`src/rtl/wbi2csequencer_if.sv`:
```
// rtl/wbi2csequencer_if.sv - CPU control bus, I2C-master bus and interrupt bundle for wbi2csequencer
interface wbi2csequencer_if #(
  parameter int AW = 6
);
  logic          i_wb_cyc;
  logic          i_wb_stb;
  logic          i_wb_we;
  logic [3:0]    i_wb_addr;
  logic [31:0]   i_wb_data;
  logic          o_wb_ack;
  logic          o_wb_stall;
  logic [31:0]   o_wb_data;
  logic          o_m_cyc;
  logic          o_m_stb;
  logic          o_m_we;
  logic [AW-1:0] o_m_addr;
  logic [31:0]   o_m_data;
  logic [3:0]    o_m_sel;
  logic          i_m_ack;
  logic          i_m_stall;
  logic [31:0]   i_m_data;
  logic          o_int;

  modport slave (
    input  i_wb_cyc, i_wb_stb, i_wb_we, i_wb_addr, i_wb_data, i_m_ack, i_m_stall, i_m_data,
    output o_wb_ack, o_wb_stall, o_wb_data, o_m_cyc, o_m_stb, o_m_we, o_m_addr, o_m_data,
           o_m_sel, o_int
  );

  modport master (
    output i_wb_cyc, i_wb_stb, i_wb_we, i_wb_addr, i_wb_data, i_m_ack, i_m_stall, i_m_data,
    input  o_wb_ack, o_wb_stall, o_wb_data, o_m_cyc, o_m_stb, o_m_we, o_m_addr, o_m_data,
           o_m_sel, o_int
  );
endinterface

```
`src/rtl/wbi2csequencer.sv`:
```
// rtl/wbi2csequencer.sv - replays up to 8 I2C CMD words into an I2C master, polling status between them
// Optional feature: define I2CSEQ_TIMEOUT_EN to bound status polls per command to TIMEOUT.
module wbi2csequencer #(
  parameter int SETTLE   = 4,
  parameter int POLL_GAP = 16,
  parameter int TIMEOUT  = 65535
) (
  input logic           i_clk,
  input logic           i_rst,
  wbi2csequencer_if.slave bus
);
  // One width fits both the wait counter and the optional poll counter.
  localparam int MAXA = (SETTLE > POLL_GAP) ? SETTLE : POLL_GAP;
  localparam int MAXC = (MAXA > TIMEOUT) ? MAXA : TIMEOUT;
  localparam int CW   = $clog2(MAXC + 2);

  typedef enum logic [2:0] {
    S_IDLE, S_LOAD, S_WR, S_WAIT, S_RD, S_NEXT, S_DONE, S_RSTWR
  } state_t;

  state_t        state, state_nxt;
  logic [31:0]   table_q [8];
  logic [31:0]   period_q, per_cnt, rd_mux;
  logic          per_arm, periodic, err, stb_done, int_q;
  logic [2:0]    idx, last;
  logic [CW-1:0] cnt;
  logic          busy, wb_req, ctrl_wr, abort_req, start_req, per_fire;
  logic          in_acc, m_ack, poll_busy, to_hit;

  assign busy      = (state != S_IDLE);
  assign wb_req    = bus.i_wb_cyc && bus.i_wb_stb;
  assign ctrl_wr   = wb_req && bus.i_wb_we && (bus.i_wb_addr == 4'd0);
  assign abort_req = ctrl_wr && bus.i_wb_data[29];
  assign start_req = ctrl_wr && bus.i_wb_data[31] && !bus.i_wb_data[29] && !busy;
  assign per_fire  = per_arm && (per_cnt <= 32'd1);
  assign in_acc    = (state == S_WR) || (state == S_RD) || (state == S_RSTWR);
  assign m_ack     = in_acc && bus.i_m_ack;
  assign poll_busy = bus.i_m_data[31];

`ifdef I2CSEQ_TIMEOUT_EN
  logic [CW-1:0] poll_cnt;
  assign to_hit = (state == S_RD) && m_ack && poll_busy && (int'(poll_cnt) + 1 >= TIMEOUT);

  always_ff @(posedge i_clk) begin
    if (i_rst || state == S_WR) poll_cnt <= '0;
    else if (state == S_RD && m_ack) poll_cnt <= poll_cnt + CW'(1);
  end
`else
  assign to_hit = 1'b0;
`endif

  assign bus.o_wb_stall = 1'b0;
  assign bus.o_m_addr   = '0;
  assign bus.o_m_sel    = 4'hf;
  assign bus.o_int      = int_q;

  always_ff @(posedge i_clk) begin
    if (i_rst) state <= S_IDLE;
    else       state <= state_nxt;
  end

  always_comb begin
    state_nxt    = state;
    bus.o_m_cyc  = 1'b0;
    bus.o_m_stb  = 1'b0;
    bus.o_m_we   = 1'b0;
    bus.o_m_data = table_q[idx];
    case (state)
      S_IDLE:  if (start_req || per_fire) state_nxt = S_LOAD;
      S_LOAD:  state_nxt = (table_q[idx][6:0] == 7'd0) ? S_NEXT : S_WR;
      S_WR: begin
        bus.o_m_cyc = 1'b1;
        bus.o_m_stb = !stb_done;
        bus.o_m_we  = 1'b1;
        if (m_ack) state_nxt = S_WAIT;
      end
      S_WAIT:  if (cnt == '0) state_nxt = S_RD;
      S_RD: begin
        bus.o_m_cyc = 1'b1;
        bus.o_m_stb = !stb_done;
        if (m_ack) begin
          if (to_hit)         state_nxt = S_RSTWR;
          else if (poll_busy) state_nxt = S_WAIT;
          else                state_nxt = S_NEXT;
        end
      end
      S_NEXT:  state_nxt = (idx == last) ? S_DONE : S_LOAD;
      S_DONE:  state_nxt = S_IDLE;
      S_RSTWR: begin
        bus.o_m_cyc  = 1'b1;
        bus.o_m_stb  = !stb_done;
        bus.o_m_we   = 1'b1;
        bus.o_m_data = 32'h8000_0000;
        if (m_ack) state_nxt = S_DONE;
      end
      default: state_nxt = S_IDLE;
    endcase
    if (abort_req) state_nxt = S_IDLE;
  end

  always_comb begin
    rd_mux = '0;
    case (bus.i_wb_addr)
      4'd0:    rd_mux = {busy, err, 13'h0, periodic, 13'h0, idx};
      4'd1:    rd_mux = period_q;
      default: if (bus.i_wb_addr[3]) rd_mux = table_q[bus.i_wb_addr[2:0]];
    endcase
  end

  always_ff @(posedge i_clk) begin
    if (wb_req && bus.i_wb_we && bus.i_wb_addr[3] && !busy)
      table_q[bus.i_wb_addr[2:0]] <= bus.i_wb_data;
  end

  always_ff @(posedge i_clk) begin
    if (i_rst) begin
      err           <= 1'b0;
      periodic      <= 1'b0;
      idx           <= '0;
      last          <= '0;
      period_q      <= '0;
      per_cnt       <= '0;
      per_arm       <= 1'b0;
      cnt           <= '0;
      stb_done      <= 1'b0;
      int_q         <= 1'b0;
      bus.o_wb_ack  <= 1'b0;
      bus.o_wb_data <= '0;
    end else begin
      bus.o_wb_ack <= wb_req;
      if (wb_req && !bus.i_wb_we) bus.o_wb_data <= rd_mux;
      int_q <= abort_req || (state == S_DONE);
      // stb stays low after acceptance until the ack of the same access arrives
      stb_done <= in_acc && !bus.i_m_ack && (stb_done || !bus.i_m_stall);

      if (ctrl_wr) begin
        if (bus.i_wb_data[30]) err <= 1'b0;
        if (!busy) begin
          periodic <= bus.i_wb_data[16];
          last     <= bus.i_wb_data[2:0];
        end
      end
      if (wb_req && bus.i_wb_we && bus.i_wb_addr == 4'd1) period_q <= bus.i_wb_data;
      if (state == S_RD && m_ack && !poll_busy && bus.i_m_data[30]) err <= 1'b1;
      if (to_hit) err <= 1'b1;

      if (state == S_IDLE && state_nxt == S_LOAD)      idx <= '0;
      else if (state == S_NEXT && state_nxt == S_LOAD) idx <= idx + 3'd1;

      if (state == S_WR && m_ack)                    cnt <= CW'(SETTLE);
      else if (state == S_RD && m_ack && poll_busy)  cnt <= CW'(POLL_GAP);
      else if (state == S_WAIT && cnt != '0)         cnt <= cnt - CW'(1);

      if (state == S_DONE) begin
        per_arm <= periodic && (period_q != 32'd0);
        per_cnt <= period_q;
      end else if (state == S_IDLE && per_arm) begin
        if (per_fire) per_arm <= 1'b0;
        else          per_cnt <= per_cnt - 32'd1;
      end
      if (start_req || abort_req) per_arm <= 1'b0;
    end
  end
endmodule

```
`src/flat_wrapper.sv`:
```
// flat-port wrapper written by rule: the top's interface ports become plain ports
module wbi2csequencer_flat 
#(
  parameter int SETTLE   = 4,
  parameter int POLL_GAP = 16,
  parameter int TIMEOUT  = 65535
)
  (i_clk, i_rst, bus_i_wb_cyc, bus_i_wb_stb, bus_i_wb_we, bus_i_wb_addr, bus_i_wb_data, bus_i_m_ack, bus_i_m_stall, bus_i_m_data, bus_o_wb_ack, bus_o_wb_stall, bus_o_wb_data, bus_o_m_cyc, bus_o_m_stb, bus_o_m_we, bus_o_m_addr, bus_o_m_data, bus_o_m_sel, bus_o_int);
  wbi2csequencer_if #(.AW(6)) bus_i ();
  input logic i_clk;
  input logic i_rst;
  input wire logic [$bits(bus_i.i_wb_cyc)-1:0] bus_i_wb_cyc;
  input wire logic [$bits(bus_i.i_wb_stb)-1:0] bus_i_wb_stb;
  input wire logic [$bits(bus_i.i_wb_we)-1:0] bus_i_wb_we;
  input wire logic [$bits(bus_i.i_wb_addr)-1:0] bus_i_wb_addr;
  input wire logic [$bits(bus_i.i_wb_data)-1:0] bus_i_wb_data;
  input wire logic [$bits(bus_i.i_m_ack)-1:0] bus_i_m_ack;
  input wire logic [$bits(bus_i.i_m_stall)-1:0] bus_i_m_stall;
  input wire logic [$bits(bus_i.i_m_data)-1:0] bus_i_m_data;
  output wire logic [$bits(bus_i.o_wb_ack)-1:0] bus_o_wb_ack;
  output wire logic [$bits(bus_i.o_wb_stall)-1:0] bus_o_wb_stall;
  output wire logic [$bits(bus_i.o_wb_data)-1:0] bus_o_wb_data;
  output wire logic [$bits(bus_i.o_m_cyc)-1:0] bus_o_m_cyc;
  output wire logic [$bits(bus_i.o_m_stb)-1:0] bus_o_m_stb;
  output wire logic [$bits(bus_i.o_m_we)-1:0] bus_o_m_we;
  output wire logic [$bits(bus_i.o_m_addr)-1:0] bus_o_m_addr;
  output wire logic [$bits(bus_i.o_m_data)-1:0] bus_o_m_data;
  output wire logic [$bits(bus_i.o_m_sel)-1:0] bus_o_m_sel;
  output wire logic [$bits(bus_i.o_int)-1:0] bus_o_int;
  assign bus_i.i_wb_cyc = bus_i_wb_cyc;
  assign bus_i.i_wb_stb = bus_i_wb_stb;
  assign bus_i.i_wb_we = bus_i_wb_we;
  assign bus_i.i_wb_addr = bus_i_wb_addr;
  assign bus_i.i_wb_data = bus_i_wb_data;
  assign bus_i.i_m_ack = bus_i_m_ack;
  assign bus_i.i_m_stall = bus_i_m_stall;
  assign bus_i.i_m_data = bus_i_m_data;
  assign bus_o_wb_ack = bus_i.o_wb_ack;
  assign bus_o_wb_stall = bus_i.o_wb_stall;
  assign bus_o_wb_data = bus_i.o_wb_data;
  assign bus_o_m_cyc = bus_i.o_m_cyc;
  assign bus_o_m_stb = bus_i.o_m_stb;
  assign bus_o_m_we = bus_i.o_m_we;
  assign bus_o_m_addr = bus_i.o_m_addr;
  assign bus_o_m_data = bus_i.o_m_data;
  assign bus_o_m_sel = bus_i.o_m_sel;
  assign bus_o_int = bus_i.o_int;
  wbi2csequencer #(.SETTLE(SETTLE), .POLL_GAP(POLL_GAP), .TIMEOUT(TIMEOUT)) u_core (.i_clk(i_clk), .i_rst(i_rst), .bus(bus_i));
endmodule
```
`config.mk`:
```
export PLATFORM = sky130hd
export DESIGN_NAME = wbi2csequencer_flat
export DESIGN_NICKNAME = d
export VERILOG_FILES = /design/src/rtl/wbi2csequencer_if.sv /design/src/rtl/wbi2csequencer.sv /design/src/flat_wrapper.sv
export SDC_FILE = /design/constraint.sdc
export NUM_CORES = 1
export LEC_CHECK = 0
export ABC_AREA = 0
export BUFFER_PORTS_ARGS = -buffer_cell sky130_fd_sc_hd__buf_2
export CORE_MARGIN = 2
export CORE_UTILIZATION = 30
export DETAILED_ROUTE_END_ITERATION = 8
export PLACE_DENSITY = 0.43
export REMOVE_ABC_BUFFERS = 1
export SETUP_SLACK_MARGIN = 0.4
export SLEW_MARGIN = 20
export SYNTH_ARGS = -nofsm -noshare
export SYNTH_HDL_FRONTEND = slang
export SYNTH_SLANG_ARGS = --single-unit
```
`constraint.sdc`:
```
create_clock -name i_clk -period 5.4 [get_ports i_clk]
set_input_delay 0.81 -clock i_clk [delete_from_list [all_inputs] [get_ports i_clk]]
set_output_delay 0.81 -clock i_clk [all_outputs]
set_load 0.005 [all_outputs]
```
### Word level (Yosys, flattened, before mapping)

Memory sizes are Yosys's and may differ from the RTL's. A register that Yosys moved wholly into a read port is not among the register bits.
Cells that the tools add are included.

* register bits after elaboration: 128
* bits in writable memories: 256
* output and inout port bits: 80
* word-level logic and storage cells: 125
* memories kept: 1

* $add $sub $neg: 3
* $lt $le $gt $ge: 1
* equality and inequality tests: 11
* mux-type cells: 32
* bitwise operators: 1
* reductions and logical operators: 61

Memories
* u_core.table_q: words 8, bits a word 32, read ports 2, clocked after memory_dff 1, wr ports 1, RTL line wbi2csequencer.sv:22 `logic [31:0] table_q [8];`

Operators with widths (count)
* $mux W32: 5
* $pmux W32 S2: 1
* $mux W3: 12
* $le A32 B1 Y1 const B: 1
* $reduce_bool A32 Y1: 1
* $sub A32 B1 Y32 const B: 1
* $logic_and A1 B1 Y1: 25
* $pmux W3 S8: 1
* $logic_not A17 Y1: 1
* $reduce_bool A17 Y1: 1
* $sub A17 B1 Y17 const B: 1
* $eq A3 B3 Y1 const B: 4
* $mux W1: 11
* $mux W5: 2
* $reduce_bool A2 Y1: 5
* $reduce_and A2 Y1: 4
* $reduce_or A2 Y1: 4
* $logic_not A1 Y1: 7
* $logic_not A7 Y1: 1
* $eq A3 B1 Y1 const B: 2
* $eq A3 B2 Y1 const B: 2
* $logic_or A1 B1 Y1: 6
* $reduce_bool A3 Y1: 2
* $reduce_or A3 Y1: 2
* 7 further kinds: 7

### Longest topological paths before layout

* depth in word-level cells: 14
* depth in mapped cells: 10
* depth with buffers taken out: 9

### Worst setup path before layout

No wires, ideal clock.

* path type: in2reg
* from: input port bus_i_wb_addr[0]
* to: memory u_core.table_q[1][0], enable pin
* setup time: 0.461 ns
* arrival time: 3.898 ns
* required time: 4.939 ns
* slack: 1.041 ns
* cell stages on the path: 4
* buffers on the path: 2
* cells stage by stage: clkbuf_1 -> clkbuf_1 -> nand4_1 -> nor3_1

RTL lines
* start: declaration: RTL line flat_wrapper.sv:15 `input wire logic [$bits(bus_i.i_wb_addr)-1:0] bus_i_wb_addr;`
* end: declaration: RTL line wbi2csequencer.sv:22

No word-level cell before the write port.

==> results.sh <==
export IMPL_start_kind="flop"
export IMPL_status="completed"
export IMPL_dp_hpwl_mm=34.2
export IMPL_slew_violations=0
export IMPL_synth_seq_cells=387
export IMPL_cp_end_kind="output port"
export IMPL_pin_count=155
export IMPL_tightest_slew_ns=0.955
export IMPL_syn_to_final_growth_pct=16.7
export IMPL_final_hold_viol_count=0
export IMPL_min_from="bus_i_m_stall"
export IMPL_worstHoldEndpoint="u_core.stb_done"
export IMPL_syn_area_mm2=0.0178
export IMPL_die_x_um=248
export IMPL_drc=0
export IMPL_cts_buffer_depth=3
export IMPL_nets=1486
export IMPL_critPathRequiredTime_ns=4.59
export IMPL_setup_viol=0
export IMPL_start_util=0.302
export IMPL_r2r_end="u_core.state[2]"
export IMPL_cts_root_buf="clkbuf_16"
export IMPL_hold_buffers=0
export IMPL_tns_ns=0
export IMPL_ctsResizeCount=0
export IMPL_r2r_worst_path_cells=6
export IMPL_critical_path_class="flop to output port"
export IMPL_clk_latency_ns=0.59
export IMPL_rsz0062_at_grt="no"
export IMPL_mostFrequentLayoutCell="edfxtp_1"
export IMPL_fmax_ghz=0.263
export IMPL_yosysSeqAreaShare=0.579
export IMPL_cp_slowest_cell="dfxtp_4"
export IMPL_max_stage_delay_ns=0.98
export IMPL_postCtsSetupBuffers=0
export IMPL_syn_avg_cell_area_um2=13.6
export IMPL_fin_area_mm2=0.0208
export IMPL_cts_tree="yes"
export IMPL_drive_above_1_share=0.273
export IMPL_rows=89
export IMPL_async_flop_share=0
export IMPL_grtUsageTotal=0.176
export IMPL_crit_arrival_ns=2.99
export IMPL_die_y_um=248
export IMPL_min_path_type="input pin to flop"
export IMPL_synth_top_area_frac=0.432
export IMPL_path_cells="buf_12, mux4_2, mux2i_1, nor2_1, buf_2"
export IMPL_drtPass1Iterations=5
export IMPL_grt_pass1_vias=11900
export IMPL_pre_cts_ws_ns=1.84
export IMPL_timing_max_cap_violations=0
export IMPL_yosysWarningCount=0
export IMPL_dieArea_mm2=0.0613
export IMPL_synth_area_top_cells="edfxtp_1 (43%), mux4_2 (16%), dfxtp_1 (15%)"
export IMPL_grt_pass1_wl_mm=79.1
export IMPL_hold_slack_ns=0.445
export IMPL_gp_congestion=0.806
export IMPL_synth_edf_count=256
export IMPL_cts_sinks=387
export IMPL_numCtsBuffers=45
export IMPL_relSlewSlack=0.358
export IMPL_leakagePower_nw=6.76
export IMPL_yosysTopAreaCell="edfxtp_1"
export IMPL_whs_path_depth=2
export IMPL_coreArea_mm2=0.0589
export IMPL_portBuffers=113
export IMPL_power_mw=6.47
export IMPL_vias_per_cell=5.29
export IMPL_htreeDepth=2
export IMPL_finalWirelength_mm=53.9
export IMPL_yosysUniqueCellTypes=63
export IMPL_layout_setup_ws_ns=1.60
export IMPL_drt_iter0_drc=845
export IMPL_synth_ff_type="edfxtp_1"
export IMPL_fin_crit_ns=3.80
export IMPL_fin_skew_ns=0.0261
export IMPL_power_density_mw_per_mm2=311
export IMPL_path_clk_slew_ns=0.06
export IMPL_vias=11700
export IMPL_wl_per_cell_um=24.3
export IMPL_grt_start_max_net_pins=66
export IMPL_ant_nets=0
export IMPL_postPlaceCellArea_mm2=0.0193
export IMPL_fin_crit_sh=0.704
export IMPL_synthCells=1309
export IMPL_layout_common_cells="edfxtp_1 (256), dfxtp_1 (128), mux4_2 (123), nor2_1 (123), buf_2 (110)"
export IMPL_antenna_found_initial=1
export IMPL_overflow=0
export IMPL_irDropWorstVdd_mv=0.186
export IMPL_cp_max_fo=42
export IMPL_ff2ff_setup_slack_ns=2.38
-- stage by stage --
step | instances | util
2_1_floorplan | 1214 | -
4_1_cts | 2216 | 0.353
6_report | 2218 | 0.353
3_3_place_gp | 2132 | 0.328
3_5_place_dp | 2132 | 0.328
5_1_grt | 2216 | 0.353
-- cells by family after synthesis --
family                   count (synthesis)  synth area share
XOR/XNOR                                19           0.00934
flip-flops                             387             0.579
other                                    2          0.000422
adder cells (fa/ha/maj)                  5           0.00351
buffers and inverters                  118            0.0276
AO/OA/AOI/OAI                          223            0.0851
multiplexers                           199             0.201
AND/OR/NAND/NOR                        356            0.0945
-- critical path: cells and delay by family (launching register included) --
| family | cells | cell delay, ns |
|---|---|---|
| flip-flops | 1 | 0.98 |
| multiplexers | 2 | 0.78 |
| buffers and inverters | 2 | 0.52 |
| AND/OR/NAND/NOR | 1 | 0.11 |
-- worst max-delay path by stage --
stage	start	depth (start not counted)	slack, ns	end
finish	flop	5	1.60	bus_o_m_data[25]
floorplan	flop	3	0.90	bus_o_m_data[31]
global route	flop	5	1.34	bus_o_m_data[25]
CTS	flop	5	1.43	bus_o_m_data[25]
detailed placement	bus_i_wb_addr[0]	8	1.84	flop
global placement	bus_i_wb_addr[0]	8	1.87	flop
-- power by group --
part,internal (mW),leakage (nW),switching [mW]
sequential,3.17,3.36,0.0114
combinational,0.108,2.69,0.169
clock,1.76,0.706,1.24
total,5.05,6.76,1.42
-- layer usage --
layer | GRT usage | part of all wire | up-vias
met3 | 0.0275 | 0.043 | 68
met1 | 0.247 | 0.46 | 6048
met5 | 0 | 0 | -
met2 | 0.286 | 0.47 | 297
li1 | - | - | 5327
met4 | 0.0435 | 0.020 | 0
-- synth_stat cells, types with 7 or more instances --
cell	count
inv_1	14
xnor2_1	12
a311oi_1	7
nand3_1	13
a21oi_1	69
or4_1	10
nor3_1	18
nand2_1	107
dfxtp_1	131
nor4_1	15
or3_1	9
edfxtp_1	256
buf_4	11
nand4_1	9
a211oi_1	34
xor2_1	7
o21ai_0	14
mux4_2	123
mux2_2	37
nor2_1	130
a22oi_1	37
a31oi_1	8
buf_1	16
mux2i_1	39
clkbuf_1	71
o211ai_1	12
-- final cells by class --
cell class,count,area [um^2]
clock inverters,14,92.6
multi-input cells,813,7110
clock buffers,70,1350
inverters,14,52.6
diodes,2,5.00
well taps,773,967
fillers,5719,38100
flip-flops and latches,387,10300
repair buffers,145,888
-- state kept, by name (all words and copies together) (netlist names), named ones only --
| name | cells |
|---|---|
| u_core.bus.o_int | 1 |
| u_core.state | 3 |
| u_core.err | 1 |
| u_core.period_q | 32 |
| u_core.stb_done | 1 |
| u_core.per_cnt | 32 |
| u_core.cnt | 17 |
| u_core.bus.o_wb_data | 32 |
| u_core.last | 3 |
| u_core.periodic | 1 |
| u_core.per_arm | 1 |
| u_core.idx | 3 |
| u_core.table_q | 256 |
| u_core.bus.o_wb_ack | 1 |
Note: power is estimated with default switching activity, not from simulation.
